==> config.mk <==
export PLATFORM = sky130hd
export DESIGN_NAME = pe_link_buffer
export DESIGN_NICKNAME = d
export VERILOG_FILES = /design/src/rtl/mesh_link_pkg.sv /design/src/rtl/link_fifo_mem.sv /design/src/rtl/pe_link_buffer.sv
export SDC_FILE = /design/constraint.sdc
export NUM_CORES = 1
export LEC_CHECK = 0
export ABC_AREA = 1
export CORE_AREA = 2 2 170 256
export CTS_CLUSTER_DIAMETER = 120
export DETAILED_ROUTE_END_ITERATION = 6
export DIE_AREA = 0 0 172 258
export GPL_ROUTABILITY_DRIVEN = 0
export PLACE_DENSITY = 0.8
export SETUP_SLACK_MARGIN = 0.2
export SLEW_MARGIN = 20
export SYNTH_ARGS = -nofsm -noshare
export SYNTH_HDL_FRONTEND = slang
export SYNTH_SLANG_ARGS = --single-unit
==> constraint.sdc <==
create_clock -name clk -period 8.7 [get_ports clk]
set_input_delay 1.74 -clock clk [delete_from_list [all_inputs] [get_ports clk]]
set_output_delay 1.74 -clock clk [all_outputs]
set_load 0.02 [all_outputs]
==> src/rtl/mesh_link_pkg.sv <==
// Shared constants and helpers for the PE mesh inter-tile links.
// Latency: n/a (package only).
// Backpressure: n/a (package only).
//
// Default link widths match the mesh directional buses: east/west carry
// LINK_EW_WIDTH bits, north/south carry LINK_NS_WIDTH bits.
package mesh_link_pkg;

  localparam int LINK_EW_WIDTH = 131;
  localparam int LINK_NS_WIDTH = 167;
  localparam int LINK_DEPTH    = 4;

  // Ceiling log2, usable in parameter defaults. The bounded loop keeps it
  // elaboration-friendly for every tool.
  function automatic int clog2(input int value);
    int r;
    r = 0;
    for (int i = 0; i < 31; i++) begin
      if ((1 << i) < value) begin
        r = i + 1;
      end
    end
    return r;
  endfunction

endpackage

==> src/rtl/link_fifo_mem.sv <==
// Storage array for the link buffer: DEPTH x DATA_WIDTH registers.
// Latency: write lands on the clock edge; read is asynchronous (same cycle).
// Backpressure: none here; the owner decides when wr_en may be asserted.
//
// Ports:
//   clk      - write clock
//   wr_en    - write strobe, stores wr_data at wr_addr on the rising edge
//   wr_addr  - write index
//   wr_data  - word to store
//   rd_addr  - read index
//   rd_data  - word currently held at rd_addr
//
// Contents are deliberately not reset: the owner's level counter decides
// which entries are meaningful, so the array never needs clearing.
module link_fifo_mem #(
  parameter int DATA_WIDTH = 131,
  parameter int DEPTH      = 4,
  parameter int ADDR_BITS  = 2
) (
  input  logic                  clk,
  input  logic                  wr_en,
  input  logic [ADDR_BITS-1:0]  wr_addr,
  input  logic [DATA_WIDTH-1:0] wr_data,
  input  logic [ADDR_BITS-1:0]  rd_addr,
  output logic [DATA_WIDTH-1:0] rd_data
);

  logic [DATA_WIDTH-1:0] mem [DEPTH];

  always_ff @(posedge clk) begin
    if (wr_en) begin
      mem[wr_addr] <= wr_data;
    end
  end

  assign rd_data = mem[rd_addr];

endmodule

==> src/rtl/pe_link_buffer.sv <==
// Elastic buffer on one inter-tile PE mesh link; also strobes the downstream PE's ap_start once per delivered word.
// Latency: 1 cycle from push to out_valid (first-word fall-through, no combinational in->out path).
// Backpressure: in_ready drops when DEPTH words are held; a pop in the same cycle does not reopen it.
//
// Ports:
//   clk          - single clock
//   reset        - asynchronous, active-low reset
//   in_data      - word from the upstream PE's directional output bus
//   in_valid     - upstream word valid
//   in_ready     - buffer accepts a word this cycle
//   out_data     - head word, drives the downstream PE's input bus
//   out_valid    - head word valid
//   out_ready    - downstream can consume this cycle
//   ap_start_out - one-cycle strobe to the downstream PE, high on every pop
//   flush        - synchronous clear of all contents and statistics
//   level        - current occupancy, 0..DEPTH
//   max_level    - high-water mark since reset or the last flush
module pe_link_buffer
  import mesh_link_pkg::*;
#(
  parameter int DATA_WIDTH = LINK_EW_WIDTH,
  parameter int DEPTH      = LINK_DEPTH,
  parameter int ADDR_BITS  = clog2(DEPTH)
) (
  input  logic                  clk,
  input  logic                  reset,
  input  logic [DATA_WIDTH-1:0] in_data,
  input  logic                  in_valid,
  output logic                  in_ready,
  output logic [DATA_WIDTH-1:0] out_data,
  output logic                  out_valid,
  input  logic                  out_ready,
  output logic                  ap_start_out,
  input  logic                  flush,
  output logic [ADDR_BITS:0]    level,
  output logic [ADDR_BITS:0]    max_level
);

  localparam logic [ADDR_BITS:0] FULL_LEVEL = (ADDR_BITS + 1)'(DEPTH);

  logic [ADDR_BITS-1:0]  wr_ptr;
  logic [ADDR_BITS-1:0]  rd_ptr;
  logic [ADDR_BITS:0]    level_q;
  logic [ADDR_BITS:0]    level_nxt;
  logic [ADDR_BITS:0]    max_q;
  logic                  accept_en;
  logic                  push;
  logic                  pop;
  logic [DATA_WIDTH-1:0] head_data;

  // accept_en holds in_ready low while reset is asserted and opens it on the
  // first clock edge after release, so the upstream PE never sees a ready
  // buffer during reset.
  assign in_ready  = accept_en & (level_q != FULL_LEVEL);
  assign out_valid = (level_q != '0);

  // A flush discards any same-cycle transfer, so both handshakes are masked
  // here; this also keeps ap_start_out low during the flush cycle.
  assign push = in_valid  & in_ready  & ~flush;
  assign pop  = out_valid & out_ready & ~flush;

  assign ap_start_out = pop;

  // Driving zero while empty makes out_data read 0 during reset instead of
  // exposing whatever the unreset array holds.
  assign out_data = out_valid ? head_data : '0;

  assign level     = level_q;
  assign max_level = max_q;

  always_comb begin
    level_nxt = level_q;
    case ({push, pop})
      2'b10:   level_nxt = level_q + 1'b1;
      2'b01:   level_nxt = level_q - 1'b1;
      default: level_nxt = level_q;
    endcase
  end

  always_ff @(posedge clk or negedge reset) begin
    if (!reset) begin
      accept_en <= 1'b0;
    end else begin
      accept_en <= 1'b1;
    end
  end

  // Pointers are ADDR_BITS wide and DEPTH is a power of two, so natural
  // overflow gives the modulo-DEPTH wrap.
  always_ff @(posedge clk or negedge reset) begin
    if (!reset) begin
      wr_ptr  <= '0;
      rd_ptr  <= '0;
      level_q <= '0;
      max_q   <= '0;
    end else if (flush) begin
      wr_ptr  <= '0;
      rd_ptr  <= '0;
      level_q <= '0;
      max_q   <= '0;
    end else begin
      if (push) begin
        wr_ptr <= wr_ptr + 1'b1;
      end
      if (pop) begin
        rd_ptr <= rd_ptr + 1'b1;
      end
      level_q <= level_nxt;
      if (level_nxt > max_q) begin
        max_q <= level_nxt;
      end
    end
  end

  link_fifo_mem #(
    .DATA_WIDTH (DATA_WIDTH),
    .DEPTH      (DEPTH),
    .ADDR_BITS  (ADDR_BITS)
  ) u_mem (
    .clk     (clk),
    .wr_en   (push),
    .wr_addr (wr_ptr),
    .wr_data (in_data),
    .rd_addr (rd_ptr),
    .rd_data (head_data)
  );

endmodule

---- Word level (Yosys, flattened, before mapping) ----
Memories as Yosys holds them, arrays and structs flattened.
Cells that the tools add are included.
word-level totals
  output and inout bits ................... 140
  RAM bits ................................ 524
  memories ................................ 1
  register bits after elaboration ......... 11
operators by class
  add/sub/neg operators ................... 4
  muxes and demuxes ....................... 11
  $lt $le $gt $ge ......................... 1
  reduce and logical (&&, ||, !) cells .... 4
  bitwise logic cells ..................... 6
  eq/ne operators ......................... 3
memory list
  name       words  bits a word  rd ports  clocked after memory_dff  write ports  line                 source
  u_mem.mem  4      131          1         0                         1            link_fifo_mem.sv:28  logic [DATA_WIDTH-1:0] mem [DEPTH];
operators with widths
  kind                                                                 number
  131-bit 2-to-1 mux                                                   1
  3-bit 2-to-1 mux                                                     3
  2-bit 2-to-1 mux                                                     4
  3-bit case mux with 2 select lines                                   1
  2-bit nonzero test                                                   3
  1-bit bitwise AND                                                    5
  2-bit by 1-bit adder with 2-bit output (second input constant)       2
  3-bit by 1-bit adder with 3-bit output (second input constant)       1
  3-bit greater-than comparator                                        1
  3-bit != test (second input constant)                                1
  3-bit nonzero test                                                   1
  3-bit by 1-bit subtractor with 3-bit output (second input constant)  1
  2-bit by 1-bit == test with 1-bit output (second input constant)     1
  2-bit == test (second input constant)                                1
  1-bit 2-to-1 mux                                                     2
  1-bit inverter                                                       1

---- Depth between registers and ports, before layout ----
  depth after elaboration ................. 9
  depth in mapped cells ................... 18

---- By module ----
Synthesis repeated with hierarchy kept, for this count alone.
unflattened totals
  cells, all modules ...................... 2,420
  area total of the unflattened synthesis .. 23,697.7 um^2
by module, submodules not included
  module          sequential area each (um^2)  area each (um^2)  cells each  times used
  link_fifo_mem   15,735.1                     21,971.1          2,060       1
  pe_link_buffer  275.3                        1,726.7           360         1

---- Worst setup path after synthesis ----
No wires, ideal clock.
  path type ............................... input-to-reg
  start point ............................. in flush
  end point ............................... mem u_mem.mem[0][0] (enable)
  setup time .............................. 623 ps
  data required time ...................... 8,077 ps
  path buffers ............................ 0
  stages .................................. 3
  data arrival time ....................... 7,592 ps
  path slack .............................. 485 ps
  cells stage by stage .................... clkinv_1 nand4_1 nor2_1
on the way
  longest elaborated chain between the ends .. 4
ends and longest elaborated chain
  item                                    line                  source
  start, declared                         pe_link_buffer.sv:34  input logic flush,
  1-bit inverter                          pe_link_buffer.sv:59  assign push = in_valid & in_ready & ~flush;
  1-bit bitwise AND                       pe_link_buffer.sv:59
  1-bit 2-to-1 mux                        link_fifo_mem.sv:31   if (wr_en) begin
  1-bit 2-to-1 mux (not written as such)  link_fifo_mem.sv:32   mem[wr_addr] <= wr_data;
  end, declared                           link_fifo_mem.sv:28
Every way passes these cells.

---- Worst setup path after layout ----
  start point ............................. reg rd_ptr[0]
  end point ............................... out out_data[92]
on the way
  longest elaborated chain between the ends .. 2
ends and longest elaborated chain
  item                     line                   source
  start, declared          pe_link_buffer.sv:42   logic [ADDR_BITS-1:0] rd_ptr;
  start signal, assigned   pe_link_buffer.sv:106  rd_ptr <= rd_ptr + 1'b1;
  memory read 4 x 131 bit  -
  131-bit 2-to-1 mux       pe_link_buffer.sv:66   assign out_data = out_valid ? head_data : '0;
  end, declared            pe_link_buffer.sv:30   output logic [DATA_WIDTH-1:0] out_data,
Every way passes these cells.

==> summary.txt <==
Status
  – Status: finished clean

Worst setup path
  – Cells along the critical path: inv_6 -> buf_4 -> o21ai_0 -> a21oi_1 -> clkdlybuf4s50_1
  – Buf+Inv Stages, Crit Path: 3
  – Critical-path top delay cell: buf_4
  – Worst R2R Start: level[1]
  – Crit. Startpoint: rd_ptr[0]
  – Crit path kind: flop to primary output
  – Worst path top cell family by delay: buffers and inverters
  – Critical path's largest stage delay: between 0.8 and 0.9 ns
  – Crit end category: primary output
  – CP Data Required Time: 6.96 ns
  – Max Fanout on Critical Path: 104
  – Crit path launch type: flop
  – CP arrival: 4.07 ns

Power and ir drop
  – Sequential Power Share: a little over half
  – Worst vdd ir: about 150 µV
  – Internal power: 4.098 mW
  – Pwr Total: 5.317 mW
  – NetSw: 1.219 mW
  – P per Cell Area: 209.1 nW/µm²
  – Clock power frac: 35.6%
  – Comb pwr share: 10.1%
  – Switching share of power: 22.93%
  – Static Leakage: 8.444 nW

Routing
  – DRC viols: 0
  – Detailed Route Iter0 Violations: 1237
  – Routed Antenna Nets: 0
  – Vias per inst: 5.493
  – Average wire per standard cell: 20.21 µm
  – Overall routed net length: 50090 µm
  – Pre-Repair DR Iteration Count: 5
  – DR vias: 13610

Timing
  – Slew headroom: roughly 30%
  – Peak Freq: 172.0 MHz
  – Skew final: 0.01908 ns
  – Least-Margin Pin Slew: 1.054 ns
  – Final period utilization: 66.83%
  – Hold Vio Cnt, Final: 0
  – Pins Over Slew Limit: 0
  – Final min period: 5.814 ns
  – Setup Viol. Count Final: 0
  – Unrepaired setup endpoints after global routing: no
  – TNS Setup: 0 ns

Min path
  – Min-delay src: max_level[0]
  – Hold WC Path Type: flop to flop

Finish
  – Seq. cell area: 16020 µm²
  – Fill cell count: 3183
  – Final Net Count: 2018
  – Layout area overhead: 21.86%
  – Multi-input gate area: between 4000 and 5000 µm²
  – Share of cells above drive strength 1: 4.464%

Synth
  – Syn nets: 1781
  – Mapped Area: 20870 µm²
  – Yosys warnings: 0
  – Netlist cell types: 23
  – Avg Cell Area, Syn: 12.76 µm²
  – Seq/Total Area, Yosys: 76.72%
  – Cells after synthesis: 1636
  – Synth Register Bits: 535

Floorplanning
  – I/O Pins: roughly 280
  – Core Area: 42360 µm²
  – Die area: 44380 µm²
  – Die W: 172 µm
  – Die Height: 258 µm
  – FP Rows: 93
  – Initial Util: between 40% and 50%

Place
  – # port buffers: 275
  – Post-DP HPWL: 27450 µm

Global routing
  – Largest net degree at the start of global routing: 132
  – First-pass GRT wire length: approximately 74000 µm
  – Vias in the first global route: 14020
  – Initial antenna violation count: 5
  – GRT Util Overall: between 20 and 25%
  – GR Overflow Total: 0

Clock network
  – CTS tree: done
  – Longest Clk Path Bufs: 3
  – CTS sink cnt: 535
  – Post-CTS sizing: 0
  – H-tree levels: 2
  – Worst-path clk slew: about 0.060 ns
  – CTS Root Cell: clkbuf_16
  – CTS Buf Count: 47
  – Post-CTS Setup Bufs: 0
  – Worst-Skew Late Latency: approximately 0.56 ns
  – Hold Buf Count CTS: 0

Run
  – Max-cap violations: 0
flip-flops by register name (all words and copies together), names as in the netlist:
signal     cells
wr_ptr         2
rd_ptr         2
accept_en      1
u_mem.mem    524
level          3
max_level      3
layer usage:
metal / up-vias / part of all wire (%) / track usage [%]
met4: 2 / 4.9 / 12.11
met1: 6678 / 35 / 23.69
met3: 118 / 6.1 / 3.418
li1: 6275 / - / -
met5: - / 0.026 / 0
met2: 539 / 54 / 40.64
placed cells by master, fill, tap and decap left out:
cell type,count
nor2_4,4
dfrtp_1,9
o21bai_1,1
inv_4,2
a21oi_1,133
and2_1,1
ha_1,8
clkbuf_1,10
buf_16,1
edfxtp_1,524
inv_6,2
clkinv_1,9
o21ai_1,79
clkinvlp_4,3
clkbuf_16,49
nor2_1,530
conb_1,1
nand2_1,17
diode_2,4
buf_12,2
dfrtp_4,2
clkinv_2,9
nand3_1,12
inv_1,18
nand4_1,2
fa_1,1
buf_4,11
xor2_1,2
clkdlybuf4s50_1,275
o21ai_0,187
cells by family (layout without fill, tap and decap cells):
logic type / Yosys count / in the layout / synth area share [%]
and+or+nand+nor: 566 / 566 / 10.29
DFF: 535 / 535 / 76.72
AOI/OAI and AO/OA: 400 / 400 / 9.606
buffers and inverters: 123 / 391 / 2.704
adders and majority gates: 9 / 9 / 0.5756
xor gates and xnor gates: 2 / 2 / 0.08396
other: 1 / 5 / 0.01797
worst min-delay path: stages, from the launching register on:
cell	delay [ns]
dfrtp_1	0.38
nand3_1	0.09
nand2_1	0.06
synth_stat cells:
library cell  count  share of area, %
a21oi_1         133               3.2
nand3_1          12              0.29
nand4_1           2             0.060
buf_4             8              0.29
and2_1            1             0.030
edfxtp_1        524                75
clkbuf_1         31              0.56
buf_1             9              0.16
o21ai_0         187               4.5
buf_6             1             0.054
dfrtp_1          11               1.3
nor2_1          534               9.6
clkinv_1          1             0.018
xor2_1            2             0.084
o21bai_1          1             0.036
nand2_1          17              0.31
inv_1            18              0.32
buf_2            52               1.2
o21ai_1          79               1.9
fa_1              1             0.096
inv_2             3             0.054
conb_1            1             0.018
ha_1              8              0.48
power groups by stage:
stage	sequential, mW	clock [mW]	combinational [mW]
global route	2.89	2.02	0.580
global placement	2.94	0	0.523
floorplan	2.94	0	0.275
CTS	2.88	1.92	0.539
finish	2.88	1.89	0.538
detailed placement	2.94	0	0.535
through the flow:
step	hold slack [ns]	instances	cell area, µm²	worst slack [ns]	util, %
after detailed placement	0.5443	2393	24020	3.405	56.71
after global routing	0.5949	2478	25430	2.664	60.04
after floorplan	0.5158	1636	20870	0.4849	-
after CTS	0.5597	2473	25390	2.785	59.95
final	0.5530	2478	25430	2.886	60.04
after global placement	0.5288	2393	24020	3.465	56.71
layout make-up:
class                   count  share of cell area (%)
diodes                      4                 0.03936
clock buffers              59                   4.969
clock inverters            21                  0.4182
inverters                  22                  0.3641
multi-input cells         978                   17.00
flip-flops and latches    535                   62.99
well taps                 570                   2.805
repair buffers            289                   11.42
final timing paths:
check,cells after the start,slack [ns],to
min,2,0.55,max_level[0]
min in group asynchronous,1,1.54,level[1]
max,5,2.89,out_data[92]
min reg2reg,2,0.55,max_level[0]
max reg2reg,16,5.43,max_level[2]
max in group asynchronous,1,6.76,rd_ptr[1]
(Power assumes the default switching activity.)
